### config.mk
export PLATFORM = sky130hd
export DESIGN_NAME = timeout_scanner
export DESIGN_NICKNAME = d
export VERILOG_FILES = /design/src/rtl/timeout_scanner.sv
export SDC_FILE = /design/constraint.sdc
export NUM_CORES = 1
export LEC_CHECK = 0
export ABC_AREA = 1
export CAP_MARGIN = 25
export CORE_MARGIN = 1
export CORE_UTILIZATION = 50
export CTS_BUF_LIST = sky130_fd_sc_hd__clkbuf_16
export CTS_CLUSTER_DIAMETER = 100
export DETAILED_ROUTE_END_ITERATION = 10
export PLACE_DENSITY_LB_ADDON = 0.12
export SLEW_MARGIN = 20
export SYNTH_ARGS = -nofsm -noshare
export SYNTH_HDL_FRONTEND = slang
export SYNTH_SLANG_ARGS = --single-unit
### constraint.sdc
create_clock -name clk -period 3.7 [get_ports clk]
set_input_delay 0.555 -clock clk [delete_from_list [all_inputs] [get_ports clk]]
set_output_delay 0.555 -clock clk [all_outputs]
set_load 0.03 [all_outputs]
### src/rtl/timeout_scanner.sv
// Per-flow retransmit deadline table with a round-robin scanner that reports expired flows.
// Optional macro TIMEOUT_EXP_BACKOFF_EN adds a per-flow 2-bit exponential backoff on the timer amount.
module timeout_scanner #(
  parameter int FLOW_CNT  = 16,
  parameter int FLOW_ID_W = 4,
  parameter int TIME_W    = 32,
  parameter int TIMER_W   = 16
) (
  input  logic                 clk,
  input  logic                 rst_n,
  input  logic [TIME_W-1:0]    now,
  input  logic                 set_valid,
  input  logic [FLOW_ID_W-1:0] set_fid,
  input  logic [TIMER_W-1:0]   set_amnt,
  input  logic                 clr_valid,
  input  logic [FLOW_ID_W-1:0] clr_fid,
  output logic                 to_valid,
  input  logic                 to_ready,
  output logic [FLOW_ID_W-1:0] to_fid,
  output logic [TIME_W-1:0]    to_now
);

  // Timeout handshake: to_valid is raised once per detected event and held, with
  // to_fid/to_now stable, until the cycle where to_valid && to_ready transfers it.
  typedef enum logic {SCAN, EMIT} state_t;

  state_t               state;
  logic [FLOW_ID_W-1:0] ptr;
  logic [FLOW_CNT-1:0]  armed;
  logic [TIME_W-1:0]    deadline [FLOW_CNT];
  logic [TIME_W-1:0]    set_amt_eff;
  logic [TIME_W-1:0]    set_deadline;
  logic [TIME_W-1:0]    ptr_diff;
  logic                 ptr_hit;
  logic                 handshake;

`ifdef TIMEOUT_EXP_BACKOFF_EN
  logic [1:0]           backoff [FLOW_CNT];
  logic [TIMER_W+2:0]   amt_shifted;

  assign amt_shifted = {3'b000, set_amnt} << backoff[set_fid];
  assign set_amt_eff = TIME_W'(amt_shifted);
`else
  assign set_amt_eff = TIME_W'(set_amnt);
`endif

  assign set_deadline = now + set_amt_eff;

  // Wrap-safe compare: expired when now is at or past the deadline within half the time range.
  assign ptr_diff  = now - deadline[ptr];
  assign ptr_hit   = armed[ptr] && !ptr_diff[TIME_W-1]
                     && !(set_valid && set_fid == ptr)
                     && !(clr_valid && clr_fid == ptr);
  assign handshake = (state == EMIT) && to_ready;

  always_ff @(posedge clk or negedge rst_n) begin
    if (!rst_n) begin
      state    <= SCAN;
      ptr      <= '0;
      armed    <= '0;
      to_valid <= 1'b0;
      to_fid   <= '0;
      to_now   <= '0;
      for (int i = 0; i < FLOW_CNT; i++) deadline[i] <= '0;
    end else begin
      case (state)
        SCAN: begin
          ptr <= ptr + 1'b1;
          if (ptr_hit) begin
            to_fid   <= ptr;
            to_now   <= now;
            to_valid <= 1'b1;
            state    <= EMIT;
          end
        end
        EMIT: begin
          if (to_ready) begin
            to_valid <= 1'b0;
            ptr      <= to_fid + 1'b1;
            state    <= SCAN;
          end
        end
        default: state <= SCAN;
      endcase
      // Later assignments win: handshake disarm, then clear, then set.
      if (handshake) armed[to_fid] <= 1'b0;
      if (clr_valid) armed[clr_fid] <= 1'b0;
      if (set_valid) begin
        armed[set_fid]    <= 1'b1;
        deadline[set_fid] <= set_deadline;
      end
    end
  end

`ifdef TIMEOUT_EXP_BACKOFF_EN
  always_ff @(posedge clk or negedge rst_n) begin
    if (!rst_n) begin
      for (int i = 0; i < FLOW_CNT; i++) backoff[i] <= 2'd0;
    end else begin
      if (handshake && backoff[to_fid] != 2'd3) backoff[to_fid] <= backoff[to_fid] + 2'd1;
      if (clr_valid) backoff[clr_fid] <= 2'd0;
    end
  end
`endif

endmodule

* Word level (Yosys, flattened, before mapping)
Index checks and enable logic that the tools add are counted.
** Storage, ports and cells
- Input bits :: 61
- Bits in registers :: 570
- Logic and storage cells :: 88
- Output and inout bits :: 37
** Operators by class
- $lt $le $gt $ge :: 10
- Add/sub/neg operators :: 4
- Multiplexer cells :: 25
- Equality and inequality tests :: 4
- Bitwise operators :: 8
- Reduce and logical (&&, ||, !) cells :: 15
** Operator list (number)
- 512-bit bitwise mux :: 1
- 32-bit binary-select mux with 4-bit select :: 1
- 32-bit demux with 4-bit select :: 1
- 32-bit 2-to-1 mux :: 3
- 16-bit 2-to-1 mux :: 3
- 32-bit by 16-bit adder with 32-bit output :: 1
- 16-bit bitwise AND :: 2
- 16-bit NOT :: 2
- 32-bit subtractor :: 1
- 4-bit by 5-bit < comparator with 1-bit output (second input constant) :: 4
- 16-bit bitwise OR :: 1
- 1-bit demux with 4-bit select :: 3
- 4-bit by 1-bit >= comparator with 1-bit output (second input constant) :: 3
- 5-bit >= comparator (second input constant) :: 2
- 1-bit logical AND :: 10
- 4-bit NOT with 5-bit output :: 2
- 4-bit by 1-bit adder with 4-bit output (second input constant) :: 2
- 4-bit == test :: 2
- 1-bit 2-to-1 mux :: 8
- 4-bit case mux with 2 select lines :: 1
- 5-bit by 1-bit < comparator with 1-bit output (second input constant) :: 1
- 1-bit binary-select mux with 4-bit select :: 1
- 4-bit 2-to-1 mux :: 1
- 2-bit inequality test (second input constant) :: 2
- 4 further kinds :: 8

* Depth between registers and ports, before layout
- Word-level depth :: 11
- Mapped depth :: 30

* Worst setup path before layout
OpenSTA, ideal clock, no wires.
- Kind :: flip-flop to flip-flop
- Start :: register ptr[0]
- End :: register to_fid[1]
- Stages on the path, launching flop included :: 28
- Arrival :: 3.613 ns
- Setup time :: 0.119 ns
- Setup slack :: -0.031 ns
- Path buffers :: 8
- Path through :: dfrtp_1 > buf_4 > inv_4 > buf_6 > buf_4 > buf_2 > clkbuf_1 > clkbuf_1 > nor2_1 > o221ai_1 > nand3_1 > nand2_1 > inv_1 > ha_1 > a21oi_1 > o21ai_0 > nand3_1 > nand2_1 > nand2_1 > a21oi_1 > nor4_1 > nand2_1 > nand2_2 > nand3_2 > buf_4 > buf_6 > nand2_1 > nand2_1
** On the way
- Word-level cells in the longest chain between the ends :: 10
** RTL lines
- from (decl) :: line 28 : logic [FLOW_ID_W-1:0] ptr;
- from (signal assigned) :: line 68 : ptr <= ptr + 1'b1;
- from (signal assigned) :: line 79 : ptr <= to_fid + 1'b1;
- 4-bit NOT with 5-bit output (not written as such) :: line 50 : assign ptr_diff = now - deadline[ptr];
- 32-bit binary-select mux with 4-bit select :: line 50
- 32-bit 2-to-1 mux (not written as such) (2 in series) :: line 50
- 32-bit subtractor :: line 50
- 1-bit zero test :: line 51 : assign ptr_hit = armed[ptr] && !ptr_diff[TIME_W-1]
- 1-bit logical AND :: line 51
- 1-bit logical AND :: line 52 : && !(set_valid && set_fid == ptr)
- 1-bit logical AND * :: line 53 : && !(clr_valid && clr_fid == ptr);
- 2-bit AND reduction (no line) *
- to (signal assigned) :: line 70 : to_fid <= ptr;
- to (decl) :: line 19 : output logic [FLOW_ID_W-1:0] to_fid,
Mark *: on every way between the ends. The rest lies on a longest branch, timed or not. The select of a mux whose other input is x is not followed.
A chain may end at the register's enable or synchronous reset.

* Worst setup path after layout
- Start :: register ptr[0]
- End :: register to_now[1]
** On the way
- Word-level cells in the longest chain between the ends :: 10
** RTL lines
- 4-bit NOT with 5-bit output (not written as such) :: line 50
- 32-bit binary-select mux with 4-bit select :: line 50
- 32-bit 2-to-1 mux (not written as such) (2 in series) :: line 50
- 32-bit subtractor :: line 50
- 1-bit zero test :: line 51
- 1-bit logical AND :: line 51
- 1-bit logical AND :: line 52
- 1-bit logical AND * :: line 53
- 2-bit AND reduction (no line) *
- to (signal assigned) :: line 71 : to_now <= now;
- to (decl) :: line 20 : output logic [TIME_W-1:0] to_now
Marked as above.

==> impl_metrics.env <==
export IMPL_avgViaCountPerCell=5.908
export IMPL_synth_edf_count=0
export IMPL_ys_seq_elements=570
export IMPL_clkLatencyLatePin_ns=0.64
export IMPL_path_common_cell="nand2_1"
export IMPL_max_stage_delay_ns=0.54
export IMPL_crit_arrival_ns=4.08
export IMPL_worst_pin_slew_ns=1.093
export IMPL_path_cells="buf_4 > buf_16 > buf_6 > a21oi_1 > o21ai_0 > nand3_1 > nand3_1 > nand2_1 > inv_1 > ha_1 > a21oi_1 > nand2_1 > nand2_1 > nand2_1 > nand2_1 > nand2_2 > nand2_2 > nand2_1 > nand2_4 > nand3_4 > clkbuf_16 > nand2_1 > nand2_1"
export IMPL_start_kind="flip-flop"
export IMPL_grt_max_degree=85
export IMPL_wl_per_cell_um=22.20
export IMPL_ys_seq_area_frac=0.5144
export IMPL_portBuffers=97
export IMPL_synth_main_ff_cell="dfrtp_1"
export IMPL_ys_warn_count=0
export IMPL_fin_tns_setup_ns=0
export IMPL_setup_ws_ns=0.1422
export IMPL_p_per_area_nw_per_um2=828.6
export IMPL_area_growth_synth_to_final_pct=16.90
export IMPL_cp_slowest_cell="dfrtp_4"
export IMPL_path_max_fanout=39
export IMPL_drt_antenna_violating_nets=0
export IMPL_netSwitchingFraction=0.4160
export IMPL_layout_commonest_cell="nand2_1"
export IMPL_synth_top_family_by_area="simple AND/OR/NAND/NOR gates"
export IMPL_drc_errors=0
export IMPL_hold_path_startpoint="to_now[11]"
export IMPL_rows=85
export IMPL_drv_cap=0
export IMPL_cts_sinks=570
export IMPL_final_cell_mix="nand2_1 (956), o21ai_0 (643), dfrtp_1 (566)"
export IMPL_drt_pass1_iterations=8
export IMPL_io_pin_count=98
export IMPL_synth_area_leader_cell="dfrtp_1"
export IMPL_drtIter0Drc=2590
export IMPL_yosys_area_share_simple=0.2112
export IMPL_min_path_type="flip-flop to flip-flop"
export IMPL_p_leak_nw=15.44
export IMPL_pwr_share_comb=0.450
export IMPL_netlist_area_leader_share=0.5144
export IMPL_dp_cells=4155
export IMPL_numCtsBuffers=60
export IMPL_period_needed_ns=3.558
export IMPL_seq_power_share=0.330
export IMPL_gr_total_overflow=0
export IMPL_hold_end="to_now[11]"
export IMPL_core_um2=54350
export IMPL_fin_nets=3612
export IMPL_grt_total_usage=0.3310
export IMPL_ys_async_sr_fraction=1.000
export IMPL_syn_area_per_cell_um2=8.048
export IMPL_drive_gt1_frac=0.07740
export IMPL_synth_compound_gate_area_share=0.1803
export IMPL_synth_nets=3554
export IMPL_syn_inst=3445
export IMPL_status="complete, no violations"
export IMPL_die_h_um=237.5
export IMPL_synth_area_um2=27730
export IMPL_vias=25360
export IMPL_cpLargestDelayFamily="simple AND/OR/NAND/NOR gates"
export IMPL_fin_cells=4292
export IMPL_dieWidth_um=237.5
export IMPL_antenna_found_initial=0
export IMPL_place_ws_ns=-0.07966
export IMPL_gp_congestion=0.9292
export IMPL_fin_skew_ns=0.02363
export IMPL_rr_worst_depth=23
export IMPL_timing_critical_path_buf_inv=5
export IMPL_crit_required_ns=4.22
export IMPL_cts_clk_slew_worst_paths_ns=0.06
export IMPL_grt_first_pass_wirelength_um=143800
export IMPL_slew_headroom=0.2700
export IMPL_period_share=0.9616
export IMPL_drv_slew=0
export IMPL_critPathKind="flip-flop to flip-flop"
export IMPL_synthAdderAreaFrac=0.02193
export IMPL_hold_viol_final=0
export IMPL_drt_wl_total_um=95290
export IMPL_r2r_end="to_now[1]"
export IMPL_ys_top_cells_by_area="dfrtp_1 (51%), nand2_1 (13%), o21ai_0 (12%)"
export IMPL_net_switching_power_mw=11.17
export IMPL_cts_root_buf="clkbuf_16"
export IMPL_cts_tree="built"
export IMPL_pwr_share_clk=0.221
export IMPL_rrSetupSlack_ns=0.14
export IMPL_power_total_mw=26.86
export IMPL_grt_pass1_vias=24290
export IMPL_min_path_cells=2
export IMPL_internal_power_mw=15.68
export IMPL_cts_max_path_buffers=3
export IMPL_muxShareOfSynthArea=0
export IMPL_setup_viol=0
export IMPL_start_util=0.5102
export IMPL_die_area_um2=56400
export IMPL_end_kind="flip-flop"
export IMPL_reg2reg_from="ptr[0]"
export IMPL_htreeDepth=2
export IMPL_diodes=0
export IMPL_fmax_mhz=281.1
export IMPL_vdd_drop_max_uv=490.6
export IMPL_whs_ns=0.4703
export IMPL_synth_cell_types=45
export IMPL_yosys_area_share_xor_xnor=0.008484
export IMPL_dp_hpwl_um=55800
-- tightest hold or removal path, delay by kind of cell, from the launching register on --
family,cells,cell delay [ns]
AND/OR/NAND/NOR,2,0.10
flip-flops,1,0.34
-- stage by stage --
stage | instance area [um^2] | utilization
final | 32410 | 0.5964
after floorplan | 27730 | -
after CTS | 31960 | 0.5881
after global routing | 32410 | 0.5964
after global placement | 29990 | 0.5517
after detailed placement | 29990 | 0.5517
-- cells in the mapped netlist, drive strengths merged, types with 12 or more instances --
cell,count
a21oi,85
buf,47
clkbuf,210
dfrtp,570
ha,47
inv,178
nand2,961
nand3,166
nand4,45
nor2,265
nor3,12
o211ai,29
o21ai,658
o221ai,69
o22ai,36
xor2,15
-- repair_timing --
action / 4_1_cts / 5_1_grt
hold buffers: 1 / 0
cloned: 1 / 10
endpoints found under the hold margin: 53 / 0
gates resized for setup: 5 / 31
setup buffers: 0 / 14
setup endpoints to repair: 36 / 38
pin swaps: 0 / 3
-- power by group through the flow --
stage / Sequential, mW / Combinational (mW) / Clock, mW
after CTS: 8.85 / 11.1 / 6.01
after global placement: 8.86 / 10.8 / 0
after global routing: 9.04 / 13.2 / 6.22
after detailed placement: 8.91 / 11.0 / 0
after floorplan: 8.99 / 6.78 / 0
final: 8.86 / 12.1 / 5.92
-- layout make-up --
cell class	count	area, um^2
fillers	4839	21930
flip-flops and latches	570	14270
multi-input cells	2433	11740
repair buffers	252	2830
clock buffers	62	1551
well taps	739	924.6
inverters	185	719.4
clock inverters	50	360.3
repair inverters	1	8.758
-- layer usage --
| layer | global-route usage | up-vias | share of wire |
|---|---|---|---|
| li1 | - | 11620 | - |
| met4 | 0.1607 | 0 | 0.053 |
| met5 | 0 | - | 0 |
| met2 | 0.5292 | 1246 | 0.46 |
| met3 | 0.04727 | 277 | 0.086 |
| met1 | 0.4441 | 12220 | 0.40 |
-- how the worst max path moves through the flow --
stage                 from             to  depth (start not counted)
finish              ptr[0]      to_now[1]                         23
global route        ptr[0]      to_now[1]                         20
CTS                 ptr[0]      to_fid[2]                         22
detailed placement  now[2]  deadline[217]                         13
global placement    now[2]  deadline[249]                         13
floorplan           ptr[0]      to_fid[1]                         27
-- cell families (layout without fill, tap and decap cells) --
| kind of cell | after synthesis | after routing |
|---|---|---|
| XOR/XNOR | 26 | 26 |
| adder cells (fa/ha/maj) | 48 | 48 |
| buffers and inverters | 442 | 550 |
| AO/OA/AOI/OAI | 903 | 903 |
| AND/OR/NAND/NOR | 1456 | 1456 |
| flip-flops | 570 | 570 |
-- state kept, by name, indices dropped and copies added (netlist names) --
| register | count |
|---|---|
| armed | 16 |
| to_now | 32 |
| ptr | 4 |
| to_fid | 4 |
| deadline | 512 |
| state | 1 |
| to_valid | 1 |
No activity file was read; power rests on OpenSTA's default activity.
